`src/rtl/multicycle_ctrl.sv`:
```
// rtl/multicycle_ctrl.sv - main FSM controller for the shared multicycle datapath
// Owns the NZCV flags and the condition check that gates every architectural write.
module multicycle_ctrl (
  input  logic       clk,
  input  logic       rst_n,
  input  logic [1:0] op,
  input  logic [5:0] funct,
  input  logic [3:0] rd,
  input  logic [3:0] cond,
  input  logic [3:0] alu_flags,
  output logic       pc_write,
  output logic       adr_src,
  output logic       mem_write,
  output logic       ir_write,
  output logic       reg_write,
  output logic       alu_src_a,
  output logic [1:0] alu_src_b,
  output logic [1:0] result_src,
  output logic [1:0] alu_control,
  output logic [3:0] state
);

  typedef enum logic [3:0] {
    S_FETCH  = 4'd0,
    S_DECODE = 4'd1,
    S_MEMADR = 4'd2,
    S_MEMRD  = 4'd3,
    S_MEMWB  = 4'd4,
    S_MEMWR  = 4'd5,
    S_EXECR  = 4'd6,
    S_EXECI  = 4'd7,
    S_ALUWB  = 4'd8,
    S_BRANCH = 4'd9
  } state_t;

  localparam logic [1:0] ALU_ADD = 2'b00;
  localparam logic [1:0] ALU_SUB = 2'b01;
  localparam logic [1:0] ALU_AND = 2'b10;
  localparam logic [1:0] ALU_ORR = 2'b11;

  state_t     cur_state;
  state_t     nxt_state;
  logic [3:0] flags;
  logic       cond_ex;
  logic       in_exec;
  logic       wb_state;
  logic       rd_is_pc;

  logic [1:0] dec_alu;
  logic       cmd_known;
  logic       is_cmp;
  logic       is_arith;

  always_comb begin
    dec_alu   = ALU_ADD;
    cmd_known = 1'b1;
    is_cmp    = 1'b0;
    is_arith  = 1'b0;
    case (funct[4:1])
      4'b0100: is_arith = 1'b1;
      4'b0010: begin dec_alu = ALU_SUB; is_arith = 1'b1; end
      4'b0000: dec_alu = ALU_AND;
      4'b1100: dec_alu = ALU_ORR;
      4'b1010: begin dec_alu = ALU_SUB; is_arith = 1'b1; is_cmp = 1'b1; end
      default: cmd_known = 1'b0;
    endcase
  end

  // flags is {N,Z,C,V}
  always_comb begin
    cond_ex = 1'b0;
    case (cond)
      4'b0000: cond_ex = flags[2];
      4'b0001: cond_ex = ~flags[2];
      4'b0010: cond_ex = flags[1];
      4'b0011: cond_ex = ~flags[1];
      4'b0100: cond_ex = flags[3];
      4'b0101: cond_ex = ~flags[3];
      4'b0110: cond_ex = flags[0];
      4'b0111: cond_ex = ~flags[0];
      4'b1000: cond_ex = flags[1] & ~flags[2];
      4'b1001: cond_ex = ~flags[1] | flags[2];
      4'b1010: cond_ex = ~(flags[3] ^ flags[0]);
      4'b1011: cond_ex = flags[3] ^ flags[0];
      4'b1100: cond_ex = ~flags[2] & ~(flags[3] ^ flags[0]);
      4'b1101: cond_ex = flags[2] | (flags[3] ^ flags[0]);
      4'b1110: cond_ex = 1'b1;
      default: cond_ex = 1'b0;
    endcase
  end

  assign in_exec  = (cur_state == S_EXECR) || (cur_state == S_EXECI);
  assign wb_state = (cur_state == S_ALUWB) || (cur_state == S_MEMWB);
  assign rd_is_pc = (rd == 4'd15);

  always_comb begin
    nxt_state = S_FETCH;
    case (cur_state)
      S_FETCH:  nxt_state = S_DECODE;
      S_DECODE: begin
        case (op)
          2'b01:   nxt_state = S_MEMADR;
          2'b00:   nxt_state = funct[5] ? S_EXECI : S_EXECR;
          2'b10:   nxt_state = S_BRANCH;
          default: nxt_state = S_FETCH;
        endcase
      end
      S_MEMADR: nxt_state = funct[0] ? S_MEMRD : S_MEMWR;
      S_MEMRD:  nxt_state = S_MEMWB;
      S_EXECR,
      S_EXECI:  nxt_state = (cmd_known && !is_cmp) ? S_ALUWB : S_FETCH;
      default:  nxt_state = S_FETCH;
    endcase
  end

  // Strobes are masked by rst_n so nothing fires while reset is held.
  always_comb begin
    adr_src     = 1'b0;
    alu_src_a   = 1'b0;
    alu_src_b   = 2'b00;
    result_src  = 2'b00;
    alu_control = ALU_ADD;
    ir_write    = 1'b0;
    case (cur_state)
      S_FETCH: begin
        ir_write   = rst_n;
        alu_src_a  = 1'b1;
        alu_src_b  = 2'b10;
        result_src = 2'b10;
      end
      S_DECODE: begin
        alu_src_a  = 1'b1;
        alu_src_b  = 2'b10;
        result_src = 2'b10;
      end
      S_MEMADR: alu_src_b = 2'b01;
      S_MEMRD:  adr_src = 1'b1;
      S_MEMWB:  result_src = 2'b01;
      S_MEMWR:  adr_src = 1'b1;
      S_EXECR:  alu_control = dec_alu;
      S_EXECI: begin
        alu_src_b   = 2'b01;
        alu_control = dec_alu;
      end
      S_BRANCH: begin
        alu_src_b  = 2'b01;
        result_src = 2'b10;
      end
      default: ;
    endcase
  end

  assign pc_write  = rst_n & ((cur_state == S_FETCH)
                   | ((cur_state == S_BRANCH) & cond_ex)
                   | (wb_state & rd_is_pc & cond_ex));
  assign reg_write = rst_n & wb_state & ~rd_is_pc & cond_ex;
  assign mem_write = rst_n & (cur_state == S_MEMWR) & cond_ex;
  assign state     = cur_state;

  always_ff @(posedge clk or negedge rst_n) begin
    if (!rst_n) begin
      cur_state <= S_FETCH;
      flags     <= 4'b0000;
    end else begin
      cur_state <= nxt_state;
      // cond_ex above still sees the old flags, so the update is self-consistent.
      if (in_exec && cond_ex && cmd_known && (funct[0] || is_cmp)) begin
        flags[3:2] <= alu_flags[3:2];
        if (is_arith) flags[1:0] <= alu_flags[1:0];
      end
    end
  end

endmodule

```
`config.mk`:
```
export PLATFORM = sky130hd
export DESIGN_NAME = multicycle_ctrl
export DESIGN_NICKNAME = d
export VERILOG_FILES = /design/src/rtl/multicycle_ctrl.sv
export SDC_FILE = /design/constraint.sdc
export NUM_CORES = 1
export LEC_CHECK = 0
export ABC_AREA = 1
export CELL_PAD_IN_SITES_DETAIL_PLACEMENT = 0
export CELL_PAD_IN_SITES_GLOBAL_PLACEMENT = 1
export CORE_ASPECT_RATIO = 1.2
export CORE_MARGIN = 1
export CORE_UTILIZATION = 27
export DETAILED_ROUTE_END_ITERATION = 10
export PLACE_DENSITY_LB_ADDON = 0.25
export SYNTH_ARGS = -nofsm -noshare
export SYNTH_HDL_FRONTEND = slang
export SYNTH_SLANG_ARGS = --single-unit
```
`constraint.sdc`:
```
create_clock -name clk -period 3 [get_ports clk]
set_clock_uncertainty 0.1 [all_clocks]
set_input_delay 0.45 -clock clk [delete_from_list [all_inputs] [get_ports clk]]
set_output_delay 0.45 -clock clk [all_outputs]
set_load 0.005 [all_outputs]
```
* After elaboration in Yosys (flattened, before gate mapping)
Index checks and enable logic that the tools add are counted.
** Storage, ports and cells
- Word-level logic and storage cells :: 92
- Register bits :: 8
- Output and inout port bits :: 16
- Bits of input ports :: 22
** Cells by class
- Muxes and demuxes :: 16
- Reduce and logical (&&, ||, !) cells :: 21
- Bitwise gates (word level) :: 22
- Eq/ne operators :: 30
** Operators by type and width (count)
- equality test 4 bit (second input constant) :: 12
- equality test 4 x 3 -> 1 bit (second input constant) :: 9
- equality test 4 x 2 -> 1 bit (second input constant) :: 5
- one-hot mux 4 bit (5 select lines) :: 1
- one-hot mux 1 bit (15 select lines) :: 1
- logical NOT 4 bit :: 3
- one-hot mux 4 bit (3 select lines) :: 1
- bitwise AND 1 bit :: 11
- OR reduction 3 bit :: 3
- equality test 4 x 1 -> 1 bit (second input constant) :: 2
- one-hot mux 2 bit (2 select lines) :: 2
- OR reduction 2 bit :: 4
- two-way mux 1 bit :: 7
- NOT 1 bit :: 6
- one-hot mux 2 bit (3 select lines) :: 1
- OR reduction 5 bit :: 1
- logical AND 1 bit :: 4
- two-way mux 4 bit :: 1
- bitwise OR 1 bit :: 4
- logical OR 1 bit :: 3
- two-way mux 3 bit :: 1
- equality test 2 x 1 -> 1 bit (second input constant) :: 1
- equality test 2 bit (second input constant) :: 1
- logical NOT 2 bit :: 1
- 4 further kinds :: 4

* Depth between registers and ports, before layout
Gate-level depths: netlist of run 1.
- Depth in word-level cells :: 8
- Mapped depth :: 12
- Depth with buffers taken out :: 12

* Least setup slack after synthesis of run 1
OpenSTA, ideal clock, no wires.
- Kind :: in2out
- From :: input port cond[3]
- To :: output port pc_write
- Arrival :: 1134 ps
- Cell stages on the path :: 9
- Required time :: 2450 ps
- Setup slack :: 1316 ps
- Buffers on the path :: 0
- Path through :: nand2_2 a21oi_1 nand2_1 nand2_1 nand2_2 nor2_4 nand2_4 nand3_1 nand2_1
** Between the ends
- Word-level cells in the longest chain between the ends :: 6
- Elaborated cells on any way between the ends :: 21
- Those cells by class :: 14 x eq/ne; 1 x mux; 5 x bitwise; 1 x reduce/logical
** Ends and longest elaborated chain
- from (decl) :: RTL line 9 : input logic [3:0] cond,
- equality test 4 bit (tied with other cells) :: RTL line 72 : case (cond)
- one-hot mux 1 bit (15 select lines) (*) :: RTL line 72
- bitwise AND 1 bit :: RTL line 154 : | ((cur_state == S_BRANCH) & cond_ex)
- bitwise OR 1 bit :: RTL line 154
- bitwise OR 1 bit (*) :: RTL line 155 : | (wb_state & rd_is_pc & cond_ex));
- bitwise AND 1 bit (*) :: RTL line 153 : assign pc_write = rst_n & ((cur_state == S_FETCH)
- to (decl) :: RTL line 11 : output logic pc_write,
Every way passes the cells marked *; elsewhere a longest branch is shown, timed or not.

* Worst setup path in the final report of run 1
- From :: input port cond[2]
- To :: output port mem_write
** Between the ends
- Word-level cells in the longest chain between the ends :: 3
- Elaborated cells on any way between the ends :: 17
- Those cells by class :: 14 x eq/ne; 1 x mux; 1 x bitwise; 1 x reduce/logical
** Ends and longest elaborated chain
- equality test 4 bit (tied with other cells) :: RTL line 72
- one-hot mux 1 bit (15 select lines) (*) :: RTL line 72
- bitwise AND 1 bit (*) :: RTL line 157 : assign mem_write = rst_n & (cur_state == S_MEMWR) & cond_ex;
- to (decl) :: RTL line 13 : output logic mem_write,
Marked as above.

==> impl_metrics.csv, run 1 <==
group,metric,value,unit
global_route,grt_pass1_vias,950,
synthesis,yosysUniqueCellTypes,20,
synthesis,ys_ff_latch,8,
floorplanning,die_y,60.4,um
global_route,grt_max_degree,9,
power,static-leakage-power,0.599,nW
worst_setup_path,cp_max_fo,8,
worst_setup_path,rr_worst_depth,8,
synthesis,syn_nets,153,
timing,relSlewSlack,0.841,
timing,drv_slew,0,
run_status,outcome,"complete, no violations",
route,drt_iter0_drc,29,
global_route,grt_antenna_before_repair,0,
worst_setup_path,cp.required,2.45,ns
finish,layout-drive-gt1-share,0.0872,
synthesis,syn_area,768,sq um
synthesis,synth-main-ff-cell,"dfrtp_1",
clock_network,htreeDepth,1,
timing,setup_slack,0.471,ns
floorplanning,core_area,2630,sq um
min_path,hold_path_end,"flags[1]$_DFFE_PN0P_",
worst_setup_path,arrival,1.98,ns
route,num_vias,959,
placement,place_congestion,0.831,
placement,dpl.hpwl,1900,um
route,wire_per_inst,10.7,um
synthesis,async_flop_share,1.00,
worst_setup_path,r2r_setup_slack,1.48,ns
timing,tns,0,ns
global_route,grt_pass1_wl,3750,um
power,vdd_drop_max,0.293,mV
worst_setup_path,worstSetupEndpointType,"primary output",
route,drc_errors,0,
clock_network,cts_hold_buf,0,
clock_network,cts_tree,"yes",
route,drt-vias-per-instance,4.68,
worst_setup_path,worstReg2RegStart,"state[3]$_DFF_PN0_",
clock_network,cts-resized-gates,0,
synthesis,yosys-top-cells-count,"nand2_1 (35), nor2_1 (20), inv_1 (19)",
timing,period_needed,2.53,ns
synthesis,seq_area_frac_synth,0.261,
synthesis,synth_top_area_frac,0.261,
floorplanning,die-area,3060,sq um
timing,finalHoldViolCount,0,
worst_setup_path,r2r-end,"flags[0]$_DFFE_PN0P_",
clock_network,clockBufferDepth,2,
power,power_density,554,nW/um^2
placement,pre_cts_slack,0.0909,ns
synthesis,synth-edff-count,0,
route,ant_nets,0,
synthesis,synth_area_leaders,"dfrtp_1 (26%), nand2_1 (17%), nand3_1 (11%), nor2_1 (9.8%), inv_1 (9.3%)",
min_path,hold_depth,2,
route,dr_wl_met2,1180,um
placement,io_buffers,37,
synthesis,synth_compound_area_frac,0.117,
finish,utilization,0.464,
synthesis,synth_top_family_by_area,"simple AND/OR/NAND/NOR gates",
timing,setup_viol,0,
synthesis,syn_avg_cell_area,5.86,sq um
route,m1WireLength,883,um
finish,nets,196,
route,met3_wirelength,84,um
finish,syn_to_final_growth,58.8,%
worst_setup_path,startpoint,"cond[2]",
timing,hold_slack,0.405,ns
global_route,grt_usage,0.162,
synthesis,synth_cells,131,
min_path,hp-start,"flags[1]$_DFFE_PN0P_",
timing,rsz0062_at_grt,"false",
global_route,grt_overflow,0,
floorplanning,die_w,50.7,um
worst_setup_path,critPathLaunchType,"primary input",
clock_network,clock_latency,0.26,ns
route,top_layer,"met4",
floorplanning,start_util,0.292,
floorplanning,rows,20,
min_path,min_path_type,"reg -> reg",
synthesis,synth-simple-area-share,0.524,
worst_setup_path,crit_type,"in -> out",
job,maxCapViolations,0,
clock_network,cts-root-buf,"clkbuf_4",
clock_network,path_clk_slew,0.05,ns
clock_network,postCtsSetupBuffers,0,
route,drtPass1Iterations,4,
timing,tightest_slew,0.239,ns
synthesis,synthXorXnorAreaFrac,0,
synthesis,synth_top_cell_by_area,"dfrtp_1",
synthesis,synth.most_common_cell,"nand2_1",
clock_network,cts.sink_count,8,
finish,antenna-diode-count,0,
clock_network,numCtsBuffers,3,
synthesis,synthAdderAreaFrac,0,
floorplanning,io_pins,38,
power,finalPower,0.676,mW
synthesis,muxShareOfSynthArea,0,
synthesis,yosysWarnings,0,
timing,layout_worst_path_cycle_share,0.843,
route,drt_wl_total,2180,um
timing,clock.fmax,0.395,GHz
critical path, stage by stage:
cell	delay (ns)
dlymetal6s2s_1	0.20
nand2_2	0.09
a21oi_1	0.20
nand3_1	0.12
nand2_2	0.10
nor2_4	0.05
nand2_4	0.10
nand2_1	0.08
nor2_1	0.09
clkdlybuf4s50_1	0.51
cells in the final DEF (no fill, tap or decap), drive strengths merged, types with 2 or more instances in the layout:
| cell type | count |
|---|---|
| nand4 | 3 |
| dlymetal6s2s | 4 |
| inv | 20 |
| o21ai | 7 |
| clkdlybuf4s50 | 33 |
| nor2 | 23 |
| dfrtp | 8 |
| nand2 | 40 |
| clkbuf | 3 |
| nor3 | 2 |
| nand3 | 18 |
| a21oi | 6 |
cell type report:
cell class / instances / area, sq um
inverter: 20 / 75.1
clock buffer: 3 / 22.5
tap: 33 / 41.3
timing repair buffer: 38 / 388
fill: 276 / 1410
multi-input combinational: 103 / 493
sequential: 8 / 200
flip-flops by register name (all words and copies together), names as in the netlist:
signal and count:
flags 4, state 4
metrics by stage:
step / cells / instance area [sq um]
after global routing: 205 / 1220
final: 205 / 1220
after floorplan: 131 / 768
after CTS: 205 / 1210
after detailed placement: 202 / 1190
after global placement: 202 / 1190
power by group:
part | switching (mW) | leakage, nW | total, mW | internal [mW]
Sequential | 0.0391 | 0.107 | 0.176 | 0.137
Combinational | 0.192 | 0.478 | 0.417 | 0.224
Clock | 0.0374 | 0.0138 | 0.0832 | 0.0458
cell families after synthesis:
logic type      after synthesis
simple gates                 87
buf+inv                      20
compound gates               16
flops                         8
routing by layer:
layer	GRT usage	up-vias
met4	0.0714	0
met2	0.318	23
met3	0.0251	4
met1	0.169	422
li1	-	510
met5	0	-
how the worst max path moves through the flow:
stage / to / cells after the start
after global routing: mem_write / 12
final: mem_write / 10
after CTS: mem_write / 12
after global placement: mem_write / 12
after detailed placement: mem_write / 12
after floorplan: pc_write / 9
No activity file was read; power rests on OpenSTA's default activity.
==> run 2, diff against run 1 <==
Settings changed: CORE_UTILIZATION 27 to 23.
Clock period 3 ns to 2.3 ns, I/O delays scaled along.
==> impl_metrics.csv, run 2 (synthesis results as in run 1) <==
group,metric,value,unit
timing,tns,0,ns
clock_network,cts-root-buf,"clkbuf_4",
finish,fillCellCount,350,
worst_setup_path,path_common_cell,"nor2_2",
route,drt_wl_total,2190,um
timing,relSlewSlack,0.832,
timing,drv_slew,0,
clock_network,htreeDepth,1,
floorplanning,start_util,0.247,
route,drc_errors,0,
worst_setup_path,slowest_delay,0.53,ns
run_status,outcome,"complete, no violations",
min_path,min_path_type,"in -> async",
timing,finalHoldViolCount,0,
timing,layout_worst_path_cycle_share,0.966,
global_route,grt_pass1_wl,3750,um
clock_network,clock_latency,0.25,ns
worst_setup_path,cp.required,1.86,ns
worst_setup_path,crit_type,"reg -> out",
placement,place_congestion,0.817,
power,static-leakage-power,0.627,nW
floorplanning,die-area,3580,sq um
floorplanning,core_area,3110,sq um
finish,antenna-diode-count,0,
finish,layout.cells.non_filler,216,
route,drtPass1Iterations,4,
worst_setup_path,critPathTopFamily,"buffers and inverters",
route,drt_iter0_drc,23,
route,wire_per_inst,10.1,um
global_route,grt_antenna_before_repair,0,
global_route,grt_pass1_vias,999,
timing,rsz0062_at_grt,"false",
finish,layout-drive-gt1-share,0.217,
clock_network,numCtsBuffers,3,
placement,dp.cells,208,
power,power_density,724,nW/um^2
worst_setup_path,crit_buf_inv,2,
finish,nets,204,
power,vdd_drop_max,0.433,mV
global_route,grt_overflow,0,
global_route,grt_max_degree,9,
timing,tightest_slew,0.253,ns
route,drt-vias-per-instance,4.66,
floorplanning,io_pins,38,
finish,layout_common_cells,"nand2_1 (33), clkdlybuf4s50_1 (30), nand3_1 (16), nor2_1 (16), inv_1 (15)",
finish,register_area,203,sq um
route,ant_nets,0,
global_route,grt_usage,0.139,
worst_setup_path,arrival,1.78,ns
worst_setup_path,critPathLaunchType,"register",
clock_network,clockBufferDepth,2,
finish,layout_commonest_cell,"nand2_1",
finish,multi_input_comb_area,524,sq um
worst_setup_path,path_cells,"nor2_2, inv_2, nor2_2, nand2_1, o211ai_1, clkdlybuf4s50_1",
clock_network,cts_tree,"yes",
timing,clock.fmax,0.450,GHz
placement,io_buffers,37,
timing,setup_viol,0,
worst_setup_path,cp_max_fo,6,
floorplanning,die_y,65.3,um
clock_network,path_clk_slew,0.05,ns
placement,dpl.hpwl,1800,um
floorplanning,die_w,54.8,um
worst_setup_path,worstSetupEndpointType,"primary output",
timing,period_needed,2.22,ns
worst_setup_path,critical_path.slowest_cell,"clkdlybuf4s50_1",
job,maxCapViolations,0,
clock_network,cts_hold_buf,0,
clock_network,cts.sink_count,8,
finish,syn_to_final_growth,69.7,%
route,num_vias,1006,
floorplanning,rows,22,
[run 2: what timing repair did]
| action | CTS | global route |
|---|---|---|
| pin swaps | 3 | 1 |
| gates resized for setup | 18 | 8 |
| setup buffers | 3 | 2 |
| endpoints found under the setup margin | 4 | 3 |
| endpoints found under the hold margin | 0 | 0 |
[run 2: final timing paths]
check,startpoint,endpoint,slack (ns),cells past startpoint
max,state[3]$_DFF_PN0_,alu_src_b[0],0.08,6
min,rst_n,state[3]$_DFF_PN0_,0.41,2
max reg2reg,state[2]$_DFF_PN0_,flags[1]$_DFFE_PN0P_,0.70,10
min reg2reg,flags[1]$_DFFE_PN0P_,flags[1]$_DFFE_PN0P_,0.43,2
max in group asynchronous,rst_n,state[0]$_DFF_PN0_,1.55,2
min in group clk,flags[1]$_DFFE_PN0P_,flags[1]$_DFFE_PN0P_,0.43,2
[run 2: final cells by class]
class                      instances  area share
clock buffer                       3      0.0173
inverter                          20      0.0576
multi-input combinational        103       0.402
sequential                         8       0.155
tap                               36      0.0345
timing repair buffer              46       0.333
[run 2: through the flow]
| step | utilization | instance area (sq um) | power (mW) | hold slack, ns | setup slack, ns |
|---|---|---|---|---|---|
| 2_1_floorplan | - | 768 | 0.468 | -0.0506 | 0.774 |
| 3_3_place_gp | 0.390 | 1210 | 0.785 | 0.385 | -0.329 |
| 3_5_place_dp | 0.390 | 1210 | 0.784 | 0.396 | -0.326 |
| 4_1_cts | 0.411 | 1280 | 0.925 | 0.422 | 0.00414 |
| 5_1_grt | 0.419 | 1300 | 1.03 | 0.428 | 0.00940 |
| 6_report | 0.419 | 1300 | 0.944 | 0.411 | 0.0781 |
[run 2: per-layer routing]
layer,up-vias,GRT usage,part of all wire
li1,524,-,-
met1,447,0.147,0.41
met2,33,0.267,0.54
met3,2,0.0139,0.051
met4,0,0.0449,0.0059
met5,-,0,0
[run 2: worst register-to-register path, cell delays in order, from the launching register on]
cell,delay (ns)
dfrtp_1,0.38
inv_1,0.09
nor2_2,0.13
buf_4,0.13
nand2_2,0.07
a21oi_2,0.13
nor2_1,0.09
nor2_4,0.17
nand3_2,0.10
nand2_1,0.06
nand2_1,0.05
[run 2: power by group]
| group | switching (mW) | total [mW] | internal, mW | leakage (nW) |
|---|---|---|---|---|
| Sequential | 0.0595 | 0.241 | 0.182 | 0.105 |
| Combinational | 0.270 | 0.598 | 0.327 | 0.508 |
| Clock | 0.0456 | 0.105 | 0.0596 | 0.0138 |
==> run 3, diff against run 2 <==
Settings changed: GPL_ROUTABILITY_DRIVEN set to 0.
==> results of run 3 <==
Same layout as run 2: the final DEF is identical, and so are final timing and power.
